### config.mk
export PLATFORM = sky130hd
export DESIGN_NAME = axon_event_encoder
export DESIGN_NICKNAME = d
export VERILOG_FILES = /design/src/rtl/axon_event_encoder.sv
export SDC_FILE = /design/constraint.sdc
export NUM_CORES = 1
export LEC_CHECK = 0
export ABC_AREA = 1
export BUFFER_PORTS_ARGS = -buffer_cell sky130_fd_sc_hd__buf_2
export CORE_ASPECT_RATIO = 1.4
export CORE_MARGIN = 1
export CORE_UTILIZATION = 52
export CTS_CLUSTER_DIAMETER = 150
export DETAILED_ROUTE_END_ITERATION = 6
export PLACE_DENSITY = 0.74
export RECOVER_POWER = 50
export SLEW_MARGIN = 40
export SYNTH_ARGS = -nofsm -noshare
export SYNTH_HDL_FRONTEND = slang
export SYNTH_SLANG_ARGS = --single-unit
### constraint.sdc
create_clock -name clk -period 4.2 [get_ports clk]
set_clock_uncertainty 0.2 [all_clocks]
set_input_delay 0.84 -clock clk [delete_from_list [all_inputs] [get_ports clk]]
set_output_delay 0.84 -clock clk [all_outputs]
set_load 0.02 [all_outputs]
### src/rtl/axon_event_encoder.sv
// Turns rising edges of the neuron axon into {timestamp, V} event words held in a FWFT FIFO.
// Optional spike-rate window output is compiled in with `define AXON_EVENT_RATE_EN.
module axon_event_encoder #(
  parameter int TS_W  = 16,
  parameter int DEPTH = 8,
`ifdef AXON_EVENT_RATE_EN
  parameter int WIN   = 256,
`endif
  localparam int AW   = $clog2(DEPTH)
) (
  input  logic              clk,
  input  logic              rst,
  input  logic              axon,
  input  logic [7:0]        V,
  input  logic              en,
  input  logic              clr_ovf,
  output logic              out_valid,
  input  logic              out_ready,
  output logic [TS_W+7:0]   out_data,
  output logic [AW:0]       level,
  output logic              overflow,
  output logic [7:0]        drop_cnt
`ifdef AXON_EVENT_RATE_EN
  ,
  output logic [7:0]        rate
`endif
);

  localparam int DW = TS_W + 8;
  localparam logic [AW:0] FULL_LVL = (AW+1)'(DEPTH);

  logic [TS_W-1:0] ts_q, ts_d;
  logic            axon_q;
  logic [DW-1:0]   mem_q [DEPTH];
  logic [AW-1:0]   wr_ptr_q, wr_ptr_d;
  logic [AW-1:0]   rd_ptr_q, rd_ptr_d;
  logic [AW:0]     level_q, level_d;
  logic [DW-1:0]   last_q, last_d;
  logic            overflow_q, overflow_d;
  logic [7:0]      drop_cnt_q, drop_cnt_d;
  logic [7:0]      drop_base;

  logic spike, empty, full, push, pop, drop;

  // Handshake: a word transfers on a rising edge where out_valid & out_ready;
  // out_valid/out_data never change while out_valid=1 and out_ready=0.
  always_comb begin
    spike = axon & ~axon_q & en;
    empty = (level_q == '0);
    full  = (level_q == FULL_LVL);
    pop   = ~empty & out_ready;
    push  = spike & (~full | pop);
    drop  = spike & full & ~pop;
  end

  always_comb begin
    ts_d       = ts_q;
    wr_ptr_d   = wr_ptr_q;
    rd_ptr_d   = rd_ptr_q;
    level_d    = level_q;
    last_d     = last_q;
    overflow_d = overflow_q;
    drop_cnt_d = drop_cnt_q;
    drop_base  = clr_ovf ? 8'd0 : drop_cnt_q;

    if (en) ts_d = ts_q + TS_W'(1);
    if (push) wr_ptr_d = wr_ptr_q + AW'(1);
    if (pop) begin
      rd_ptr_d = rd_ptr_q + AW'(1);
      last_d   = mem_q[rd_ptr_q];
    end

    case ({push, pop})
      2'b10:   level_d = level_q + (AW+1)'(1);
      2'b01:   level_d = level_q - (AW+1)'(1);
      default: level_d = level_q;
    endcase

    // A drop on the same edge as clr_ovf restarts the count at one.
    if (clr_ovf) overflow_d = 1'b0;
    drop_cnt_d = drop_base;
    if (drop) begin
      overflow_d = 1'b1;
      if (drop_base != 8'hFF) drop_cnt_d = drop_base + 8'd1;
    end
  end

  always_ff @(posedge clk or posedge rst) begin
    if (rst) begin
      ts_q       <= '0;
      axon_q     <= 1'b0;
      wr_ptr_q   <= '0;
      rd_ptr_q   <= '0;
      level_q    <= '0;
      last_q     <= '0;
      overflow_q <= 1'b0;
      drop_cnt_q <= '0;
    end else begin
      ts_q       <= ts_d;
      axon_q     <= axon;
      wr_ptr_q   <= wr_ptr_d;
      rd_ptr_q   <= rd_ptr_d;
      level_q    <= level_d;
      last_q     <= last_d;
      overflow_q <= overflow_d;
      drop_cnt_q <= drop_cnt_d;
    end
  end

  // Storage is not reset; the pointers and level define which entries are live.
  always_ff @(posedge clk) begin
    if (push) mem_q[wr_ptr_q] <= {ts_q, V};
  end

  assign out_valid = ~empty;
  assign out_data  = empty ? last_q : mem_q[rd_ptr_q];
  assign level     = level_q;
  assign overflow  = overflow_q;
  assign drop_cnt  = drop_cnt_q;

`ifdef AXON_EVENT_RATE_EN
  localparam int WCW = (WIN > 1) ? $clog2(WIN) : 1;

  logic [WCW-1:0] win_q, win_d;
  logic [7:0]     spk_q, spk_d, spk_inc;
  logic [7:0]     rate_q, rate_d;

  // Every spike counts toward the rate, including ones the FIFO had to drop.
  always_comb begin
    win_d   = win_q;
    spk_d   = spk_q;
    rate_d  = rate_q;
    spk_inc = (spike && spk_q != 8'hFF) ? spk_q + 8'd1 : spk_q;
    if (en) begin
      if (win_q == WCW'(WIN - 1)) begin
        win_d  = '0;
        rate_d = spk_inc;
        spk_d  = '0;
      end else begin
        win_d = win_q + WCW'(1);
        spk_d = spk_inc;
      end
    end
  end

  always_ff @(posedge clk or posedge rst) begin
    if (rst) begin
      win_q  <= '0;
      spk_q  <= '0;
      rate_q <= '0;
    end else begin
      win_q  <= win_d;
      spk_q  <= spk_d;
      rate_q <= rate_d;
    end
  end

  assign rate = rate_q;
`endif

endmodule
==> run_results.csv, run 1 <==
group,metric,value,unit
clocking,cts_buffers,24,
floorplan,die_h,169.0,um
floorplan,die_w,121.3,um
placed_design,port_buffers,51,
timing,grt_setup_unrepaired,"false",
synthesis,ys_seq_elements,252,
critical_path,cp_slowest_cell,"dfrtp_4",
global_route,antenna_found_initial,0,
hold_path,hp-class,"flop to flop",
synthesis,synth_area,10360,sq um
drt,drt_first_iter_violations,644,
global_route,grt_use_total,20.17,%
drt,ant_nets,0,
placed_design,pre_cts_ws,0.9393,ns
clocking,clk_pin_slew,0.07,ns
critical_path,start_kind,"flop",
final_layout,drive_gt1_share,13.90,%
clocking,cts.sinks,252,
timing,finalCritPeriodShare,89.57,%
final_layout,fin_cells,1126,
drt,avgViaCountPerCell,5.496,
clocking,holdBufCountCts,0,
global_route,busiest_layer,"met2",
drt,drt_wl_total,19900,um
timing,timing.final.ws_setup,0.4379,ns
synthesis,yosys_warnings,0,
synthesis,syn_inst,807,
critical_path,crit_type,"flop to primary output",
global_route,grt_use_met2,36.12,%
drt,via_count,6188,
timing,fmax,265.8,MHz
clocking,root_buffer,"clkbuf_16",
critical_path,critPathCaptureType,"primary output",
global_route,grt_max_degree,52,
drt,routedWlPerCell,17.68,um
placed_design,dpl.hpwl,11630,um
critical_path,cp_common_cell,"o22ai_1",
global_route,grt.met1_usage,25.32,%
global_route,grt_pass1_vias,6076,
pwr,power_per_cell_area,682.6,nW/um^2
timing,period_minus_slack,3.762,ns
clocking,cts_tree,"built",
drt,drc,0,
final_layout,antenna_cells,0,
synthesis,synth_cell_types,33,
timing,max-slew-margin-rel,-28.12,%
drt,firstDrtPassIters,5,
timing,finalSetupViolCount,0,
placed_design,dp_cells,1082,
critical_path,cp_data_arrival_time,2.72,ns
clocking,clkLatencyLatePin,0.51,ns
critical_path,crit_chain,"inv_2 > buf_4 > nor2_1 > o22ai_1 > o22ai_1 > o21ai_0 > buf_2",
floorplan,die_area,20490,sq um
timing,worstMarginPinSlew,1.911,ns
floorplan,start_util,53.47,%
global_route,grt_use_met3,2.527,%
global_route,grt_pass1_wl,31690,um
critical_path,crit_path_max_fanout,40,
critical_path,cp_num_buf_inv,3,
floorplan,core,19370,sq um
clocking,htree_levels,1,
pwr,vdd_drop_max,0.4692,mV
job,cap_violations,1,
synthesis,yosysSeqAreaShare,70.17,%
final_layout,nets,879,
critical_path,cpLargestDelayFamily,"buffers and inverters",
clocking,cts_resized,0,
global_route,overflow,0,
timing,tns,0,ns
placed_design,place_congestion,0.7639,
timing,slew_violations,38,
synthesis,synth_nets,826,
floorplan,rows,60,
timing,finalHoldViolations,0,
clocking,cts_setup_buffers,0,
synthesis,synth.avg_cell_area,12.83,sq um
pwr,p_leak,4.290,nW
clocking,clock_path_buffers,3,
final_layout,syn2layout_area_growth,11.76,%
outcome,status,"finished, violations left",
floorplan,io_pins,52,
outcome,violations,"max-capacitance violations, max-slew violations",
critical_path,cp.required,3.16,ns
critical_path,critPathMaxStageDelay,0.70,ns
-- stage by stage --
step                utilization [%]  cell area [sq um]  hold WS (ns)  power [mW]
floorplan                         -              10360        0.2534       5.189
global placement              56.14              10870        0.2640       5.817
detailed placement            56.18              10880        0.2733       5.891
CTS                           60.17              11650        0.1900       7.983
global route                  59.75              11570        0.3034       8.354
finish                        59.75              11570        0.2860       7.901
-- path summary, 6_finish.rpt --
path / from / to / slack (ns) / cells after the start
worst max-delay path: rd_ptr_q[0] / out_data[16] / 0.44 / 7
min in group asynchronous: rst / drop_cnt[1] / 0.61 / 2
worst min register to register: last_q[9] / last_q[9] / 0.29 / 2
worst min-delay path: last_q[9] / last_q[9] / 0.29 / 2
worst max register to register: level[0] / mem_q[7][23] / 1.70 / 7
max in group asynchronous: rst / rd_ptr_q[0] / 1.75 / 3
-- cell usage in the layout, fill, tap and decap left out, types with 13 or more instances in the layout --
| cell type | Yosys | final |
|---|---|---|
| buf_2 | 10 | 42 |
| buf_4 | 4 | 15 |
| clkbuf_1 | 22 | 14 |
| clkbuf_16 | 0 | 25 |
| dfrtp_1 | 60 | 58 |
| edfxtp_1 | 192 | 192 |
| inv_1 | 32 | 32 |
| mux2i_1 | 48 | 48 |
| nand2_1 | 92 | 91 |
| nor2_1 | 94 | 89 |
| o21ai_0 | 114 | 114 |
| o21ai_1 | 13 | 13 |
| o22ai_1 | 48 | 48 |
| xor2_1 | 20 | 20 |
-- synthesized netlist by cell type (all sizes together) --
cell type | count | area [sq um]
edfxtp | 192 | 5766
o21ai | 127 | 635.6
nor2 | 98 | 397.9
nand2 | 94 | 357.8
dfrtp | 60 | 1501
mux2i | 48 | 480.5
o22ai | 48 | 300.3
inv | 35 | 131.4
clkbuf | 22 | 82.58
buf | 20 | 140.1
xor2 | 20 | 175.2
nand3 | 13 | 87.59
nand4 | 8 | 83.83
ha | 5 | 62.56
nor3 | 5 | 45.04
xnor2 | 5 | 43.79
mux2 | 3 | 33.78
a21oi | 1 | 5.000
nor4 | 1 | 12.51
o21bai | 1 | 7.510
or2 | 1 | 6.260
-- registers in the layout (all words and copies together), names as in the netlist --
| name | flops |
|---|---|
| axon_q | 1 |
| drop_cnt | 8 |
| last_q | 24 |
| level | 4 |
| mem_q | 192 |
| overflow | 1 |
| rd_ptr_q | 3 |
| ts_q | 16 |
| wr_ptr_q | 3 |
-- power by group --
part           switching [mW]  total (mW)  leakage [nW]  internal, mW
clock network           0.895        2.09         0.373          1.19
registers               0.332        3.36          2.41          3.03
logic                    1.59        2.46          1.50         0.865
total                    2.82        7.90          4.29          5.08
-- tightest hold or removal path, stage by stage, from the launching register on --
cell,delay (ns)
dfrtp_1,0.34
nand2_1,0.05
o21ai_0,0.06
-- routing by layer --
| layer | vias to the layer above | routed length [um] |
|---|---|---|
| li1 | 3013 | - |
| met1 | 3003 | 8355 |
| met2 | 137 | 10330 |
| met3 | 35 | 786 |
| met4 | 0 | 426 |
| met5 | - | 0 |
-- cell families after synthesis --
group                    share of synthesized area [%]
AND/OR/NAND/NOR                                  9.569
flip-flops                                       70.17
XOR/XNOR                                         2.114
multiplexers                                     4.966
buffers and inverters                            3.419
adder cells (fa/ha/maj)                         0.6041
AO/OA/AOI/OAI                                    9.158
-- cell type report --
cell class	instances	area (sq um)
Fill cell	1493	7795
Sequential cell	252	7272
Multi-Input combinational cell	478	2703
Clock buffer	30	664.4
Timing Repair Buffer	69	384.1
Tap cell	248	310.3
Inverter	35	132.6
Clock inverter	14	107.6
(Power assumes the default switching activity.)
==> inputs of run 2 (changes only) <==
- ABC_AREA: 1 -> default
- HOLD_SLACK_MARGIN: default -> 0.05
==> run 2 against run 1 <==
The run still ends with max-capacitance violations, max-slew violations left. Worst setup slack improved by 0.055 ns. Global-route usage rose by 0.54 points. Critical path depth fell by 2. First-iteration DRC count fell by 34%. Hold slack got worse by 0.0013 ns. Power fell by 1.9%. Maximum frequency rose by 1.5%. Critical path type unchanged. Synthesized cell count fell by 28%. Via count fell by 14%. Sequential cell count did not move. Cell count fell by 19%.
==> run_results.csv, run 2 <==
group,metric,value,unit
timing,worstMarginPinSlew,2.071,ns
drt,firstDrtPassIters,5,
final_layout,final_common_cell,"edfxtp_1",
clocking,cts_buffers,24,
critical_path,cp.required,3.16,ns
clocking,cts_tree,"built",
synthesis,synthTopCellsByCount,"edfxtp_1, dfrtp_1, mux4_2",
pwr,power_per_cell_area,673.3,nW/um^2
final_layout,nets,669,
clocking,cts_resized,0,
final_layout,fillers,1394,
timing,timing.final.ws_setup,0.4926,ns
floorplan,die_w,120.1,um
pwr,p_leak,4.277,nW
floorplan,die_area,20090,sq um
global_route,grt_max_degree,52,
floorplan,die_h,167.3,um
floorplan,start_util,53.03,%
critical_path,cp_data_arrival_time,2.67,ns
timing,grt_setup_unrepaired,"false",
timing,finalCritPeriodShare,88.27,%
global_route,grt_use_total,20.72,%
synthesis,syn_inst,583,
final_layout,largest_reg_flops,192,
synthesis,synth_area_leaders,"edfxtp_1, dfrtp_1, mux4_2",
timing,slew_violations,42,
critical_path,cp-endpoint,"out_data[4]",
timing,max-slew-margin-rel,-38.80,%
drt,via_count,5292,
clocking,root_buffer,"clkbuf_16",
global_route,grt_pass1_wl,31440,um
synthesis,synth_compound_area_share,3.919,%
final_layout,final_cell_mix,"edfxtp_1, dfrtp_1, mux4_2, buf_2, a21oi_1",
drt,avgViaCountPerCell,5.784,
timing,finalHoldViolations,0,
placed_design,port_buffers,51,
critical_path,r2r_cells,5,
global_route,antenna_found_initial,0,
critical_path,start_kind,"flop",
synthesis,synth_ff_type,"edfxtp_1",
timing,period_minus_slack,3.707,ns
critical_path,startpoint,"rd_ptr_q[0]",
synthesis,synth_simple_gate_area_share,5.940,%
floorplan,core,19140,sq um
clocking,cts.sinks,252,
placed_design,place_congestion,0.8264,
clocking,htree_levels,1,
hold_path,hp-class,"flop to flop",
outcome,status,"finished, violations left",
synthesis,synth_nets,602,
drt,drc,0,
drt,ant_nets,0,
critical_path,rr_startpoint,"level[1]",
floorplan,io_pins,52,
synthesis,yosysMostFrequentCell,"edfxtp_1",
final_layout,antenna_cells,0,
clocking,cts_setup_buffers,0,
final_layout,reg_top3,"mem_q (192), last_q (24), ts_q (16)",
clocking,clk_pin_slew,0.06,ns
synthesis,muxShareOfSynthArea,13.83,%
timing,fmax,269.7,MHz
synthesis,synth.avg_cell_area,17.41,sq um
placed_design,pre_cts_ws,0.9964,ns
floorplan,rows,60,
global_route,overflow,0,
timing,tns,0,ns
synthesis,synth_fa_ha_area_share,0.6162,%
synthesis,synth_top_area_share,56.79,%
synthesis,synth_edf_count,192,
clocking,clkLatencyLatePin,0.51,ns
synthesis,synth-xor-area-share,1.984,%
placed_design,dpl.hpwl,11820,um
timing,finalSetupViolCount,0,
final_layout,top_register,"mem_q",
synthesis,synth_area,10150,sq um
drt,drt_first_iter_violations,425,
placed_design,placed_cell_area,10730,sq um
drt,routedWlPerCell,21.45,um
synthesis,yosysSeqAreaShare,71.58,%
outcome,violations,"max-capacitance violations, max-slew violations",
critical_path,rr_endpoint,"mem_q[1][20]",
critical_path,crit_path_max_fanout,27,
synthesis,synth_top_family_by_area,"multiplexers",
synthesis,synth_cell_types,46,
critical_path,critPathCaptureType,"primary output",
final_layout,drive_gt1_share,24.74,%
final_layout,syn2layout_area_growth,13.33,%
synthesis,ys_seq_elements,252,
final_layout,final_cell_area,11510,sq um
critical_path,r2r_slack,1.61,ns
synthesis,yosysTopAreaCell,"edfxtp_1",
synthesis,synthArstFlopShare,23.81,%
critical_path,crit_type,"flop to primary output",
global_route,grt_pass1_vias,5557,
clocking,clock_path_buffers,3,
drt,drt_wl_total,19630,um
job,cap_violations,1,
pwr,vdd_drop_max,0.3474,mV
synthesis,yosys_warnings,0,
clocking,holdBufCountCts,0,
run 2: per-stage QoR:
| stage | total power [mW] | instances | utilization [%] | hold slack, ns |
|---|---|---|---|---|
| floorplan | 5.032 | 583 | - | 0.2505 |
| global placement | 5.560 | 872 | 56.04 | 0.2634 |
| detailed placement | 5.651 | 872 | 56.07 | 0.2716 |
| CTS | 7.823 | 915 | 60.25 | 0.2119 |
| global route | 8.111 | 915 | 60.10 | 0.2659 |
| finish | 7.747 | 915 | 60.10 | 0.2847 |
run 2: worst min path at each step:
stage / slack [ns] / to / cells after the start / from
floorplan: 0.25 / last_q[0] / 2 / last_q[0]
global placement: 0.26 / last_q[21] / 2 / last_q[21]
detailed placement: 0.27 / last_q[3] / 2 / last_q[3]
CTS: 0.21 / level[3] / 2 / rst
global route: 0.27 / axon_q / 1 / axon
finish: 0.28 / last_q[16] / 2 / last_q[16]
run 2: logic make-up after synthesis:
logic type	after synthesis
and+or+nand+nor	121
buffers and inverters	34
AOI/OAI and AO/OA	69
xor gates and xnor gates	23
DFF	252
adders and majority gates	5
muxes	79
run 2: area by class of cell:
class / count / area (sq um) / share of cell area [%]
tap: 248 / 310.3 / 2.697
inverter: 2 / 8.758 / 0.07612
multi-input combinational: 297 / 2688 / 23.36
sequential: 252 / 7269 / 63.18
clock buffer: 28 / 636.9 / 5.535
clock inverter: 15 / 163.9 / 1.425
timing repair buffer: 73 / 429.2 / 3.730
run 2: critical path, stage by stage (launching register included):
cell and delay [ns]:
dfrtp_2 0.69, buf_12 0.31, mux4_2 0.53, mux2i_1 0.30
a21oi_1 0.12, buf_2 0.19
run 2: routing by layer:
layer / up-vias / routed length (um) / GRT usage [%]
met5: - / 0 / 0
met4: 0 / 497 / 6.576
met3: 46 / 823 / 2.827
met2: 142 / 10480 / 36.48
met1: 2711 / 7829 / 26.45
li1: 2393 / - / -
run 2: power breakdown:
group,leakage [nW],switching (mW),internal (mW)
registers,2.55,0.297,3.02
clock network,0.383,0.895,1.28
logic,1.34,1.28,0.978
total,4.28,2.48,5.27
==> inputs of run 3 (changes only) <==
- CORE_UTILIZATION: 52 -> 50
- PLACE_DENSITY: 0.74 -> 0.72
==> run 3 against run 2 <==
The run still ends with max-capacitance violations, max-slew violations left. Maximum frequency barely moved. Cell count shrank 0.11%. Non-clock buffer count decreased by 3. Critical endpoint is now out_data[17].
==> run_results.csv, run 3 (synthesis results as in run 2) <==
group,metric,value,unit
final_layout,final_common_cell,"edfxtp_1",
floorplan,rows,61,
global_route,antenna_found_initial,0,
drt,met3WireLength,739,um
final_layout,final_core_util,57.71,%
clocking,cts_setup_buffers,0,
global_route,overflow,0,
critical_path,critPathCaptureType,"primary output",
critical_path,crit_chain,"buf_12 > mux4_2 > mux2i_1 > a21oi_1 > buf_2",
final_layout,drive_gt1_share,23.26,%
job,cap_violations,1,
floorplan,io_pins,52,
clocking,htree_levels,1,
floorplan,die_area,20890,sq um
final_layout,reg_top3,"mem_q (192), last_q (24), ts_q (16)",
global_route,grt_pass1_vias,5617,
pwr,p_total,7.599,mW
final_layout,fillers,1455,
final_layout,antenna_cells,0,
critical_path,crit_path_max_fanout,26,
placed_design,port_buffers,51,
clocking,holdBufCountCts,0,
clocking,clock_path_buffers,3,
outcome,violations,"max-capacitance violations, max-slew violations",
drt,firstDrtPassIters,4,
critical_path,cp_slowest_cell,"dfrtp_2",
critical_path,crit_type,"flop to primary output",
pwr,p_leak,4.247,nW
critical_path,cp_data_arrival_time,2.67,ns
drt,drt_first_iter_violations,362,
critical_path,cp_num_buf_inv,2,
drt,routedWlPerCell,21.38,um
timing,finalHoldViolations,0,
drt,routed-wl-met2,10310,um
drt,drc,0,
pwr,vdd_drop_max,0.3432,mV
drt,ant_nets,0,
global_route,grt_pass1_wl,30970,um
floorplan,die_h,170.6,um
timing,finalSetupViolCount,0,
critical_path,start_kind,"flop",
pwr,power_per_cell_area,663.6,nW/um^2
final_layout,nets,665,
clocking,clkLatencyLatePin,0.50,ns
final_layout,largest_reg_flops,192,
final_layout,top_register,"mem_q",
clocking,cts_buffers,23,
drt,avgViaCountPerCell,5.854,
placed_design,place_congestion,0.7428,
timing,fmax,269.7,MHz
placed_design,dp_cells,873,
clocking,cts.sinks,252,
timing,worstMarginPinSlew,2.242,ns
critical_path,critPathMaxStageDelay,0.69,ns
global_route,grt_max_degree,52,
timing,period_minus_slack,3.707,ns
final_layout,fin_cells,914,
final_layout,final_cell_mix,"edfxtp_1, dfrtp_1, mux4_2, buf_2, a21oi_1",
floorplan,die_w,122.4,um
floorplan,core,19840,sq um
critical_path,cp.required,3.16,ns
drt,via_count,5351,
clocking,root_buffer,"clkbuf_16",
timing,grt_setup_unrepaired,"false",
timing,max-slew-margin-rel,-49.48,%
timing,holdWs,0.2833,ns
critical_path,cpLargestDelayFamily,"multiplexers",
timing,tns,0,ns
drt,drt-met1-wl,7833,um
clocking,cts_resized,0,
timing,finalCritPeriodShare,88.27,%
final_layout,syn2layout_area_growth,12.80,%
outcome,status,"finished, violations left",
drt,drt_wl_total,19540,um
clocking,cts_tree,"built",
hold_path,hp-class,"flop to flop",
global_route,grt_use_total,19.88,%
drt,routed.top_layer,"met4",
floorplan,start_util,51.16,%
timing,slew_violations,52,
placed_design,dpl.hpwl,12100,um
clocking,clk_pin_slew,0.06,ns
## run 3: cell count changes in the layout (fill, tap and decap cells not counted), moves of 2 or more
cell / before / now
buf_4: 19 / 12
clkbuf_1: 14 / 18
buf_12: 2 / 6
clkinvlp_4: 4 / 0
clkbuf_16: 25 / 23
## run 3: per-stage QoR
step | area (sq um) | setup WS, ns
after floorplan | 10150 | 0.2693
after global placement | 10760 | 0.9717
after detailed placement | 10760 | 0.9471
after CTS | 11480 | 0.4445
after global routing | 11450 | 0.3052
final | 11450 | 0.4928
## run 3: final timing paths
kind	start	endpoint	slack [ns]	depth (start not counted)
max	rd_ptr_q[0]	out_data[17]	0.49	5
min	last_q[20]	last_q[20]	0.28	2
max reg2reg	level[1]	level[2]	0.74	5
min reg2reg	last_q[20]	last_q[20]	0.28	2
max in group asynchronous	rst	rd_ptr_q[0]	2.27	3
min in group asynchronous	rst	last_q[8]	0.39	2
## run 3: routing by layer
layer / vias to the layer above / track usage [%]
li1: 2397 / -
met1: 2749 / 25.03
met2: 151 / 34.61
met3: 54 / 2.400
met4: 0 / 8.218
met5: - / 0
## run 3: cell type report
cell class / instances / area (sq um) / area share, %
multi-input cells: 297 / 2688 / 23.47
clock buffers: 31 / 615.6 / 5.375
inverters: 2 / 7.507 / 0.06555
flip-flops and latches: 252 / 7269 / 63.48
well taps: 252 / 315.3 / 2.753
clock inverters: 10 / 100.1 / 0.8740
repair buffers: 70 / 456.7 / 3.988
## run 3: worst reg2reg max path: cells and delay by family (launching register included)
family | cells | cell delay, ns
compound gates | 2 | 0.72
xor+xnor | 1 | 0.15
buf+inv | 1 | 1.64
flops | 1 | 0.51
simple gates | 1 | 0.16
## run 3: power breakdown
part | total [mW] | leakage (nW) | switching, mW | internal (mW)
combinational | 2.21 | 1.35 | 1.22 | 0.994
clock | 1.99 | 0.352 | 0.844 | 1.15
sequential | 3.40 | 2.55 | 0.377 | 3.02
